### config.mk
export PLATFORM = sky130hd
export DESIGN_NAME = pixel_fifo_ctrl_flat
export DESIGN_NICKNAME = d
export VERILOG_FILES = /design/src/rtl/nes_video_pkg.sv /design/src/rtl/pixel_fifo_ctrl_if.sv /design/src/rtl/fifo_level_counter.sv /design/src/rtl/pixel_fifo_ctrl.sv /design/src/flat_wrapper.sv
export SDC_FILE = /design/constraint.sdc
export NUM_CORES = 1
export LEC_CHECK = 0
export ABC_CLOCK_PERIOD_IN_PS = 2400
export CAP_MARGIN = 20
export CORE_MARGIN = 2
export CORE_UTILIZATION = 35
export DETAILED_ROUTE_END_ITERATION = 7
export MAX_ROUTING_LAYER = met4
export PLACE_DENSITY_LB_ADDON = 0.08
export SKIP_CTS_REPAIR_TIMING = 1
export SKIP_LAST_GASP = 1
export SYNTH_ARGS = -nofsm -noshare
export SYNTH_HDL_FRONTEND = slang
export SYNTH_HIERARCHICAL = 1
export SYNTH_SLANG_ARGS = --single-unit
### constraint.sdc
create_clock -name clk -period 2.4 [get_ports clk]
set_input_delay 0.24 -clock clk [delete_from_list [all_inputs] [get_ports clk]]
set_output_delay 0.24 -clock clk [all_outputs]
set_load 0.01 [all_outputs]
### src/rtl/nes_video_pkg.sv
// Shared definitions for the NES video path.
//   NES_PIX_W    : width of a palette-index pixel
//   pix_state_e  : states of the pixel FIFO controller
//   level_width  : width needed to count 0..depth entries
package nes_video_pkg;

  localparam int NES_PIX_W = 6;

  typedef enum logic [1:0] {
    ST_IDLE,
    ST_FLUSH,
    ST_PREFILL,
    ST_STREAM
  } pix_state_e;

  function automatic int level_width(input int depth);
    return $clog2(depth + 1);
  endfunction

endpackage

### src/rtl/pixel_fifo_ctrl_if.sv
// Bundle of every non-clock signal around the pixel FIFO controller:
// producer side (frame_start, pix_in*), consumer side (pix_req, pix_out*),
// the attached FIFO (fifo_*), and status (level, underflow, overflow).
//   master : environment (PPU, video out, FIFO macro) driving the controller
//   slave  : the controller itself
interface pixel_fifo_ctrl_if
  import nes_video_pkg::*;
#(
  parameter int DATA_W = NES_PIX_W,
  parameter int DEPTH  = 16
) ();

  localparam int LVL_W = level_width(DEPTH);

  logic              frame_start;
  logic              pix_in_valid;
  logic [DATA_W-1:0] pix_in;
  logic              pix_in_stall;
  logic              pix_req;
  logic [DATA_W-1:0] pix_out;
  logic              pix_out_valid;
  logic              fifo_we;
  logic              fifo_re;
  logic [DATA_W-1:0] fifo_din;
  logic [DATA_W-1:0] fifo_dout;
  logic              fifo_empty;
  logic              fifo_full;
  logic [LVL_W-1:0]  level;
  logic              underflow;
  logic              overflow;

  modport master (
    output frame_start, pix_in_valid, pix_in, pix_req,
           fifo_dout, fifo_empty, fifo_full,
    input  pix_in_stall, pix_out, pix_out_valid,
           fifo_we, fifo_re, fifo_din, level, underflow, overflow
  );

  modport slave (
    input  frame_start, pix_in_valid, pix_in, pix_req,
           fifo_dout, fifo_empty, fifo_full,
    output pix_in_stall, pix_out, pix_out_valid,
           fifo_we, fifo_re, fifo_din, level, underflow, overflow
  );

endinterface

### src/rtl/fifo_level_counter.sv
// Occupancy counter for the pixel FIFO controller.
//   clk, reset_n : clock, async active-low reset
//   i_clr        : force the count to zero (end of flush)
//   i_inc/i_dec  : one write / one read this cycle; both together cancel
//   o_level      : current count
//   o_level_nxt  : count after this cycle's update (used for prefill exit)
// The controller never writes at DEPTH nor reads at zero, so the count
// stays in range without any saturation.
module fifo_level_counter
  import nes_video_pkg::*;
#(
  parameter int DEPTH = 16,
  localparam int LVL_W = level_width(DEPTH)
) (
  input  logic             clk,
  input  logic             reset_n,
  input  logic             i_clr,
  input  logic             i_inc,
  input  logic             i_dec,
  output logic [LVL_W-1:0] o_level,
  output logic [LVL_W-1:0] o_level_nxt
);

  logic [LVL_W-1:0] r_level;
  logic [LVL_W-1:0] w_level_nxt;

  always_comb begin
    w_level_nxt = r_level;
    if (i_clr)
      w_level_nxt = '0;
    else if (i_inc && !i_dec)
      w_level_nxt = r_level + LVL_W'(1);
    else if (i_dec && !i_inc)
      w_level_nxt = r_level - LVL_W'(1);
  end

  always_ff @(posedge clk or negedge reset_n) begin
    if (!reset_n) r_level <= '0;
    else          r_level <= w_level_nxt;
  end

  assign o_level     = r_level;
  assign o_level_nxt = w_level_nxt;

endmodule

### src/rtl/pixel_fifo_ctrl.sv
// Pixel FIFO controller between the PPU (producer) and video out (consumer).
// Each frame it drains the external FIFO (FLUSH), collects PREFILL pixels
// (PREFILL), then serves one pixel per consumer request (STREAM).
//   clk, reset_n : clock, async active-low reset
//   bus (slave)  : producer/consumer handshakes, FIFO enables/data/flags,
//                  occupancy level and sticky underflow/overflow flags
// The interface instance must carry the same DATA_W/DEPTH as this module.
module pixel_fifo_ctrl
  import nes_video_pkg::*;
#(
  parameter int DATA_W  = NES_PIX_W,
  parameter int DEPTH   = 16,
  parameter int PREFILL = 8
) (
  input  logic           clk,
  input  logic           reset_n,
  pixel_fifo_ctrl_if.slave bus
);

  localparam int LVL_W = level_width(DEPTH);

  if (PREFILL < 1 || PREFILL > DEPTH) begin : g_bad_prefill
    $error("PREFILL must lie in 1..DEPTH");
  end

  pix_state_e        r_state;
  pix_state_e        w_state_nxt;
  logic [LVL_W-1:0]  w_level;
  logic [LVL_W-1:0]  w_level_nxt;
  logic              w_stall;
  logic              w_we;
  logic              w_re;
  logic              w_stream_rd;
  logic              w_flush_done;
  logic              w_at_depth;
  logic              w_filling;
  logic              r_re_d;       // any FIFO read issued last cycle
  logic              r_out_pend;   // STREAM read issued last cycle
  logic [DATA_W-1:0] r_pix_hold;
  logic              r_underflow;
  logic              r_overflow;

  assign w_at_depth   = (w_level == LVL_W'(DEPTH));
  assign w_filling    = (r_state == ST_PREFILL) || (r_state == ST_STREAM);
  // Leave FLUSH only once the FIFO is empty and the last read has landed.
  assign w_flush_done = (r_state == ST_FLUSH) && bus.fifo_empty && !r_re_d;

  // State register
  // NOTE: sequential state uses non-blocking assignments so every flop
  // samples pre-edge values, independent of block ordering.
  always_ff @(posedge clk or negedge reset_n) begin
    if (!reset_n) r_state <= ST_IDLE;
    else          r_state <= w_state_nxt;
  end

  // Next-state logic
  // NOTE: the default assignment first keeps this purely combinational;
  // any path leaving w_state_nxt unassigned would infer a latch.
  always_comb begin
    w_state_nxt = r_state;
    unique case (r_state)
      ST_IDLE:    w_state_nxt = ST_IDLE;
      ST_FLUSH:   if (w_flush_done) w_state_nxt = ST_PREFILL;
      ST_PREFILL: if (w_level_nxt >= LVL_W'(PREFILL)) w_state_nxt = ST_STREAM;
      ST_STREAM:  w_state_nxt = ST_STREAM;
      default:    w_state_nxt = ST_IDLE;
    endcase
    if (bus.frame_start) w_state_nxt = ST_FLUSH;
  end

  // Output logic. Stall is judged on the pre-cycle level, so a read at
  // DEPTH does not open a write slot in the same cycle.
  always_comb begin
    w_stall     = 1'b1;
    w_we        = 1'b0;
    w_re        = 1'b0;
    w_stream_rd = 1'b0;
    unique case (r_state)
      ST_FLUSH: w_re = !bus.fifo_empty;
      ST_PREFILL: begin
        w_stall = w_at_depth || bus.fifo_full;
        w_we    = bus.pix_in_valid && !w_stall;
      end
      ST_STREAM: begin
        w_stall     = w_at_depth || bus.fifo_full;
        w_we        = bus.pix_in_valid && !w_stall;
        w_stream_rd = bus.pix_req && (w_level != '0) && !bus.fifo_empty;
        w_re        = w_stream_rd;
      end
      default: ;
    endcase
  end

  fifo_level_counter #(.DEPTH(DEPTH)) u_level (
    .clk         (clk),
    .reset_n     (reset_n),
    .i_clr       (w_flush_done),
    .i_inc       (w_we),
    .i_dec       (w_stream_rd),
    .o_level     (w_level),
    .o_level_nxt (w_level_nxt)
  );

  // Read tracking and pixel hold register.
  // NOTE: the data hold register is reset as well, since pix_out must read
  // zero while reset is asserted.
  always_ff @(posedge clk or negedge reset_n) begin
    if (!reset_n) begin
      r_re_d     <= 1'b0;
      r_out_pend <= 1'b0;
      r_pix_hold <= '0;
    end else begin
      r_re_d     <= w_re;
      r_out_pend <= w_stream_rd;
      if (r_out_pend) r_pix_hold <= bus.fifo_dout;
    end
  end

  // Sticky error flags; a new frame clears them.
  always_ff @(posedge clk or negedge reset_n) begin
    if (!reset_n) begin
      r_underflow <= 1'b0;
      r_overflow  <= 1'b0;
    end else if (bus.frame_start) begin
      r_underflow <= 1'b0;
      r_overflow  <= 1'b0;
    end else begin
      if ((r_state == ST_STREAM) && bus.pix_req && (w_level == '0))
        r_underflow <= 1'b1;
      if (w_filling && bus.pix_in_valid && w_stall && w_at_depth)
        r_overflow <= 1'b1;
    end
  end

  // FIFO data is valid the cycle after the read; present it directly then,
  // and hold the captured copy afterwards.
  assign bus.pix_out       = r_out_pend ? bus.fifo_dout : r_pix_hold;
  assign bus.pix_out_valid = r_out_pend;
  assign bus.pix_in_stall  = w_stall;
  assign bus.fifo_we       = w_we;
  assign bus.fifo_re       = w_re;
  assign bus.fifo_din      = bus.pix_in;
  assign bus.level         = w_level;
  assign bus.underflow     = r_underflow;
  assign bus.overflow      = r_overflow;

endmodule

### src/flat_wrapper.sv
// flat-port wrapper written by rule: the top's interface ports become plain ports
module pixel_fifo_ctrl_flat import nes_video_pkg::*;
#(
  parameter int DATA_W  = NES_PIX_W,
  parameter int DEPTH   = 16,
  parameter int PREFILL = 8
)
  (clk, reset_n, bus_frame_start, bus_pix_in_valid, bus_pix_in, bus_pix_req, bus_fifo_dout, bus_fifo_empty, bus_fifo_full, bus_pix_in_stall, bus_pix_out, bus_pix_out_valid, bus_fifo_we, bus_fifo_re, bus_fifo_din, bus_level, bus_underflow, bus_overflow);
  pixel_fifo_ctrl_if #(.DATA_W(DATA_W), .DEPTH(DEPTH)) bus_i ();
  input  logic clk;
  input  logic reset_n;
  input wire logic [$bits(bus_i.frame_start)-1:0] bus_frame_start;
  input wire logic [$bits(bus_i.pix_in_valid)-1:0] bus_pix_in_valid;
  input wire logic [$bits(bus_i.pix_in)-1:0] bus_pix_in;
  input wire logic [$bits(bus_i.pix_req)-1:0] bus_pix_req;
  input wire logic [$bits(bus_i.fifo_dout)-1:0] bus_fifo_dout;
  input wire logic [$bits(bus_i.fifo_empty)-1:0] bus_fifo_empty;
  input wire logic [$bits(bus_i.fifo_full)-1:0] bus_fifo_full;
  output wire logic [$bits(bus_i.pix_in_stall)-1:0] bus_pix_in_stall;
  output wire logic [$bits(bus_i.pix_out)-1:0] bus_pix_out;
  output wire logic [$bits(bus_i.pix_out_valid)-1:0] bus_pix_out_valid;
  output wire logic [$bits(bus_i.fifo_we)-1:0] bus_fifo_we;
  output wire logic [$bits(bus_i.fifo_re)-1:0] bus_fifo_re;
  output wire logic [$bits(bus_i.fifo_din)-1:0] bus_fifo_din;
  output wire logic [$bits(bus_i.level)-1:0] bus_level;
  output wire logic [$bits(bus_i.underflow)-1:0] bus_underflow;
  output wire logic [$bits(bus_i.overflow)-1:0] bus_overflow;
  assign bus_i.frame_start = bus_frame_start;
  assign bus_i.pix_in_valid = bus_pix_in_valid;
  assign bus_i.pix_in = bus_pix_in;
  assign bus_i.pix_req = bus_pix_req;
  assign bus_i.fifo_dout = bus_fifo_dout;
  assign bus_i.fifo_empty = bus_fifo_empty;
  assign bus_i.fifo_full = bus_fifo_full;
  assign bus_pix_in_stall = bus_i.pix_in_stall;
  assign bus_pix_out = bus_i.pix_out;
  assign bus_pix_out_valid = bus_i.pix_out_valid;
  assign bus_fifo_we = bus_i.fifo_we;
  assign bus_fifo_re = bus_i.fifo_re;
  assign bus_fifo_din = bus_i.fifo_din;
  assign bus_level = bus_i.level;
  assign bus_underflow = bus_i.underflow;
  assign bus_overflow = bus_i.overflow;
  pixel_fifo_ctrl #(.DATA_W(DATA_W), .DEPTH(DEPTH), .PREFILL(PREFILL)) u_core (.clk(clk), .reset_n(reset_n), .bus(bus_i));
endmodule
Word-level counts from Yosys, hierarchy flattened. Index checks and enable logic that the tools add are counted.

Register bits: 17. Input port bits: 19. Logic and storage cells: 58.

$add $sub $neg: 2. Order comparisons: 1. Equal/unequal tests: 6. Mux-type cells: 16. Reduce and logical (&&, ||, !) cells: 26.

Operators with widths (count): two-way mux 5 bit (3); logical AND 1 bit (12); one-hot mux 2 bit (4 select lines) (1); two-way mux 1 bit (7); two-way mux 2 bit (3); two-way mux 6 bit (1); != test 3 bit (second input constant) (2); adder 5 x 1 -> 5 bit (second input constant) (1); == test 5 bit (second input constant) (1); >= comparator 5 x 4 -> 1 bit (second input constant) (1); zero test 1 bit (5); zero test 5 bit (1); nonzero test 5 bit (1); subtractor 5 x 1 -> 5 bit (second input constant) (1); == test 2 bit (second input constant) (2); nonzero test 2 bit (2); == test 2 x 1 -> 1 bit (second input constant) (1); zero test 2 bit (1); logical OR 1 bit (2); one-hot mux 1 bit (2 select lines) (1); AND reduction 2 bit (1); OR reduction 2 bit (1).

Logic depth before layout (Yosys ltp).
Depth after elaboration: 14. Gate-level depth with buffers: 9. Gate-level depth less buffers: 9.

Cells and area by module. Netlist, hierarchy kept.

By module, submodules not included: pixel_fifo_ctrl (instances 1, cells an instance 51, area an instance 570.5 µm²); fifo_level_counter (instances 1, cells an instance 35, area an instance 355.3 µm²).

Worst setup path before layout. OpenSTA, ideal clock, no wires.

Path kind: flip-flop to flip-flop. From: register u_core.u_level.r_level[0] (netlist: u_core/u_level/o_level[0]). To: register u_core.r_state[0]. Setup time: 124 ps. Arrival: 2253 ps. Required time: 2276 ps. Path slack: 24 ps. Stages on the path, launching flop included: 10. Path buffers: 0. Clock period less this slack: 2376 ps. Cell sequence: dfrtp_1 or4_4 nor2_1 nor3_1 and4b_1 a22oi_2 mux2_4 o21a_1 nor2_1 o21bai_1.

Elaborated cells on any way between the ends: 21.

RTL lines: start, declared (RTL line fifo_level_counter.sv:24) `logic [LVL_W-1:0] r_level;`; start signal, assigned (RTL line fifo_level_counter.sv:39) `else r_level <= w_level_nxt;`; nonzero test 5 bit (*) (RTL line pixel_fifo_ctrl.sv:87) `w_stream_rd = bus.pix_req && (w_level != '0) && !bus.fifo_empty;`; logical AND 1 bit (*) (2 in a row) (RTL line pixel_fifo_ctrl.sv:87); two-way mux 1 bit (*) (RTL line pixel_fifo_ctrl.sv:78) `unique case (r_state)`; via u_core.w_stream_rd (RTL line pixel_fifo_ctrl.sv:33) `logic w_stream_rd;`; logical AND 1 bit or zero test 1 bit (tied branches) (RTL line fifo_level_counter.sv:33, fifo_level_counter.sv:31); two-way mux 5 bit or logical AND 1 bit (tied branches) (RTL line fifo_level_counter.sv:33, fifo_level_counter.sv:31); two-way mux 5 bit (*) (RTL line fifo_level_counter.sv:31) `else if (i_inc && !i_dec)`; two-way mux 5 bit (*) (RTL line fifo_level_counter.sv:29) `if (i_clr)`; via u_core.w_level_nxt[3] (RTL line pixel_fifo_ctrl.sv:29) `logic [LVL_W-1:0] w_level_nxt;`; >= comparator 5 x 4 -> 1 bit (*) (RTL line pixel_fifo_ctrl.sv:64) `ST_PREFILL: if (w_level_nxt >= LVL_W'(PREFILL)) w_state_nxt = ST_STREAM;`; != test 3 bit (no line) (*); AND reduction 2 bit (no line) (*); end signal, assigned (RTL line pixel_fifo_ctrl.sv:53) `else r_state <= w_state_nxt;`; end, declared (RTL line pixel_fifo_ctrl.sv:26) `pix_state_e r_state;`.

The timed path passes the listed nets; every way through them passes the cells marked *. A chain may end at the register's enable or synchronous reset.

Worst setup path in the final report. Same ends and word-level chain as after synthesis.

==> metrics.log <==
INFO  metric global_route.usage.total = 15.2%
INFO  metric wl = 2170 um
INFO  metric floorplan_die_area = 3070 um2
INFO  metric slew_headroom = 47.0%
INFO  metric cts.sinks = 17
INFO  metric floorplan.io_pins = 42
INFO  metric r2r_end = u_core/r_state[0]
INFO  metric synth.top_cells.by_area = sky130_fd_sc_hd__dfrtp_1 (46%), sky130_fd_sc_hd__mux2_2 (7.3%), sky130_fd_sc_hd__buf_4 (4.9%)
INFO  metric critical_path.max_fanout = 9
INFO  metric fin_tns_setup = 0 ns
INFO  metric slew_viol_final = 0
INFO  metric synth-compound-area-share = 9.05%
INFO  metric post_route_cells_drive_above_1_share = 29.9%
INFO  metric postSynthAreaPerCell = 10.8 um2
INFO  metric post_synth_inst_count = 86
INFO  metric initial_core_util = 37.0%
INFO  metric die_y = 55.4 um
INFO  metric placed_cells = 152
INFO  metric cts_tree = done
INFO  metric rrSetupSlack = 0.04 ns
INFO  metric report.power.total = 1170 uW
INFO  metric num_vias = 786
INFO  metric min_path_type = input pin to async pin
INFO  metric timing.rr.start = u_core/u_level/o_level[0]
INFO  metric seqCellArea = 425 um2
INFO  metric final-instance-count-excl-fill = 157
INFO  metric share_of_the_yosys_chip_area_belonging_to_registers = 45.9%
INFO  metric count_of_flip_flops_with_a_built_in_enable_after_synthesis = 0
INFO  metric netlist_top_cells_count = sky130_fd_sc_hd__dfrtp_1 (17), sky130_fd_sc_hd__nor2_1 (8), sky130_fd_sc_hd__buf_4 (6), sky130_fd_sc_hd__mux2_2 (6)
INFO  metric ant_nets = 0
INFO  metric cellLeakagePower = 0.000639 uW
INFO  metric yosys.area_share.simple = 21.5%
INFO  metric antenna_found_initial = 0
INFO  metric power_density = 846 nW/um2
INFO  metric synth_top_area_share = 45.9%
INFO  metric maxCapViolations = 0
INFO  metric via_per_inst = 5.01
INFO  metric ys_seq_elements = 17
INFO  metric ctsRootBufferMaster = sky130_fd_sc_hd__clkbuf_4
INFO  metric grt_first_pass_wirelength = 3530 um
INFO  metric cp.required = 2.59 ns
INFO  metric synth.mux.area_fraction = 11.6%
INFO  metric timing_worst_slew_pin_value = 0.793 ns
INFO  metric hold_viol_final = 0
INFO  metric period_needed = 2.36 ns
INFO  metric globalplace.congestion = 0.790
INFO  metric clock_buffers_created_by_tritoncts = 3
INFO  metric final.period_utilization = 98.2%
INFO  metric count_of_nets_after_finishing = 149
INFO  metric n_antenna_cell = 0
INFO  metric synth.yosys.warnings = 6
INFO  metric worstSetupEndpointType = flop
INFO  metric synth_top_family_by_area = simple AND/OR/NAND/NOR gates
INFO  metric setup_viol = 0
INFO  metric buffer_ports.inserted = 29
INFO  metric final.fill_count = 241
INFO  metric status = finished, final reports clean
INFO  metric final.setup_skew = 0.00340 ns
INFO  metric postSynth.asyncResetShare = 100%
INFO  metric num_rows = 18
INFO  metric syn_nets = 107
INFO  metric multi_input_comb_area = 465 um2
INFO  metric yosysMostFrequentCell = sky130_fd_sc_hd__dfrtp_1
INFO  metric max-vdd-ir-drop = 0.433 mV
INFO  metric die_width = 55.4 um
INFO  metric clock_edge_transition_at_the_registers_on_the_reported_setup_and_hold_paths = 0.10 ns
INFO  metric grt_start_max_net_pins = 18
INFO  metric drtPass1Iterations = 2
INFO  metric fmaxAchievable = 0.424 GHz
INFO  metric layout_utilization = 55.5%
INFO  metric ctsLongestPathBuffers = 2
INFO  metric critPathKind = flop to flop
INFO  metric grt_overflow = 0
INFO  metric grt_pass1_vias = 754
INFO  metric core_region_area = 2500 um2
INFO  metric timing.reg2reg.worst_path_depth = 9
INFO  metric crit_path_start_kind = flop
INFO  metric post_synth_xor_area_fraction = 1.89%
INFO  metric wl_per_cell = 13.8 um
INFO  metric arithmetic_cell_share_of_the_synthesized_area_counting_full_adders_half_adders_and_majority_gates = 2.70%
INFO  metric grt_setup_unrepaired = true
INFO  metric insertion_delay = 0.29 ns
INFO  metric synth-main-ff-cell = sky130_fd_sc_hd__dfrtp_1
INFO  metric dp.final_hpwl = 1650 um
INFO  metric post_synth_instance_area = 926 um2
INFO  metric detail_route.drc_violations = 0
INFO  metric synth_top_cell_by_area = sky130_fd_sc_hd__dfrtp_1
INFO  metric first_iter_violations = 14
INFO  metric clock_tree.htree_level_count = 1
INFO  metric areaGrowthSynthToFinish = 49.9%
INFO  metric critical_path_arrival = 2.54 ns
INFO  metric yosys.cell_types.count = 32
## final cells by class
class                   instances  share of cell area, %
multi-input cells              57                   33.5
flip-flops and latches         17                   30.7
repair buffers                 45                   30.0
well taps                      30                   2.71
clock buffers                   3                   1.62
inverters                       4                   1.08
clock inverters                 1                  0.361
## sequential cells by signal (all words and copies together) (netlist names)
register                  cells
u_core/u_level/o_level        5
u_core/bus.pix_out_valid      1
u_core/bus.underflow          1
u_core/r_state                2
u_core/bus.overflow           1
u_core/r_pix_hold             6
u_core/r_re_d                 1
## routing by layer
metal | up-vias | track usage [%] | routed length, um | part of all wire (%)
met4 | 0 | 6.97 | 48 | 2.2
met3 | 9 | 3.75 | 136 | 6.3
met1 | 373 | 18.3 | 979 | 45
met2 | 25 | 24.0 | 1010 | 46
li1 | 379 | - | - | -
met5 | - | - | 0 | 0
## cell usage in the layout (no fill, tap or decap), drive strengths merged, types with 2 or more instances in the layout
cell           instances
clkdlybuf4s50         28
dfrtp                 17
buf                   16
nor2                   8
mux2                   8
inv                    4
nor3                   4
clkbuf                 3
nor2b                  3
a21oi                  2
a31oi                  2
nand3                  2
or3                    2
o21a                   2
a22oi                  2
xnor2                  2
ha                     2
nand2                  2
and4b                  2
and3b                  2
## critical path: stages (launching register included)
cell and delay (ns):
sky130_fd_sc_hd__dfrtp_1 0.42, sky130_fd_sc_hd__or4_4 0.57, sky130_fd_sc_hd__nor2_4 0.14, sky130_fd_sc_hd__nor3_4 0.08
sky130_fd_sc_hd__and3b_2 0.24, sky130_fd_sc_hd__a22oi_2 0.15, sky130_fd_sc_hd__mux2_4 0.33, sky130_fd_sc_hd__o21a_1 0.16
sky130_fd_sc_hd__nor2_1 0.09, sky130_fd_sc_hd__o21bai_1 0.06
## cells by family after synthesis
kind of cell               after synthesis
xor gates and xnor gates                 2
buffers and inverters                   12
muxes                                    9
adders and majority gates                2
AOI/OAI and AO/OA                       11
and+or+nand+nor                         33
DFF                                     17
## worst max path at each step
| stage | startpoint | end | cells after the start |
|---|---|---|---|
| 2_1_floorplan | u_core/u_level/o_level[0] | u_core/r_state[0] | 9 |
| 3_3_place_gp | bus_fifo_empty | u_core/r_state[0] | 10 |
| 3_5_place_dp | u_core/u_level/o_level[1] | u_core/r_state[0] | 10 |
| 4_1_cts | u_core/u_level/o_level[1] | bus_fifo_we | 7 |
| 5_1_grt | u_core/u_level/o_level[2] | u_core/r_state[0] | 11 |
| 6_report | u_core/u_level/o_level[0] | u_core/r_state[0] | 9 |
## metrics by stage
stage          area [um2]  hold slack [ns]  setup WS (ns)
2_1_floorplan         926          -0.0556         0.0237
6_report             1390            0.397         0.0438
3_3_place_gp         1310            0.479         0.0291
4_1_cts              1340            0.432        -0.0831
3_5_place_dp         1310            0.480        0.00408
5_1_grt              1390            0.449        -0.0778
## power breakdown
part	internal [uW]	switching, uW
clock	62.1	95.2
combinational	362	247
sequential	357	50.1
Note: power is estimated with default switching activity, not from simulation.
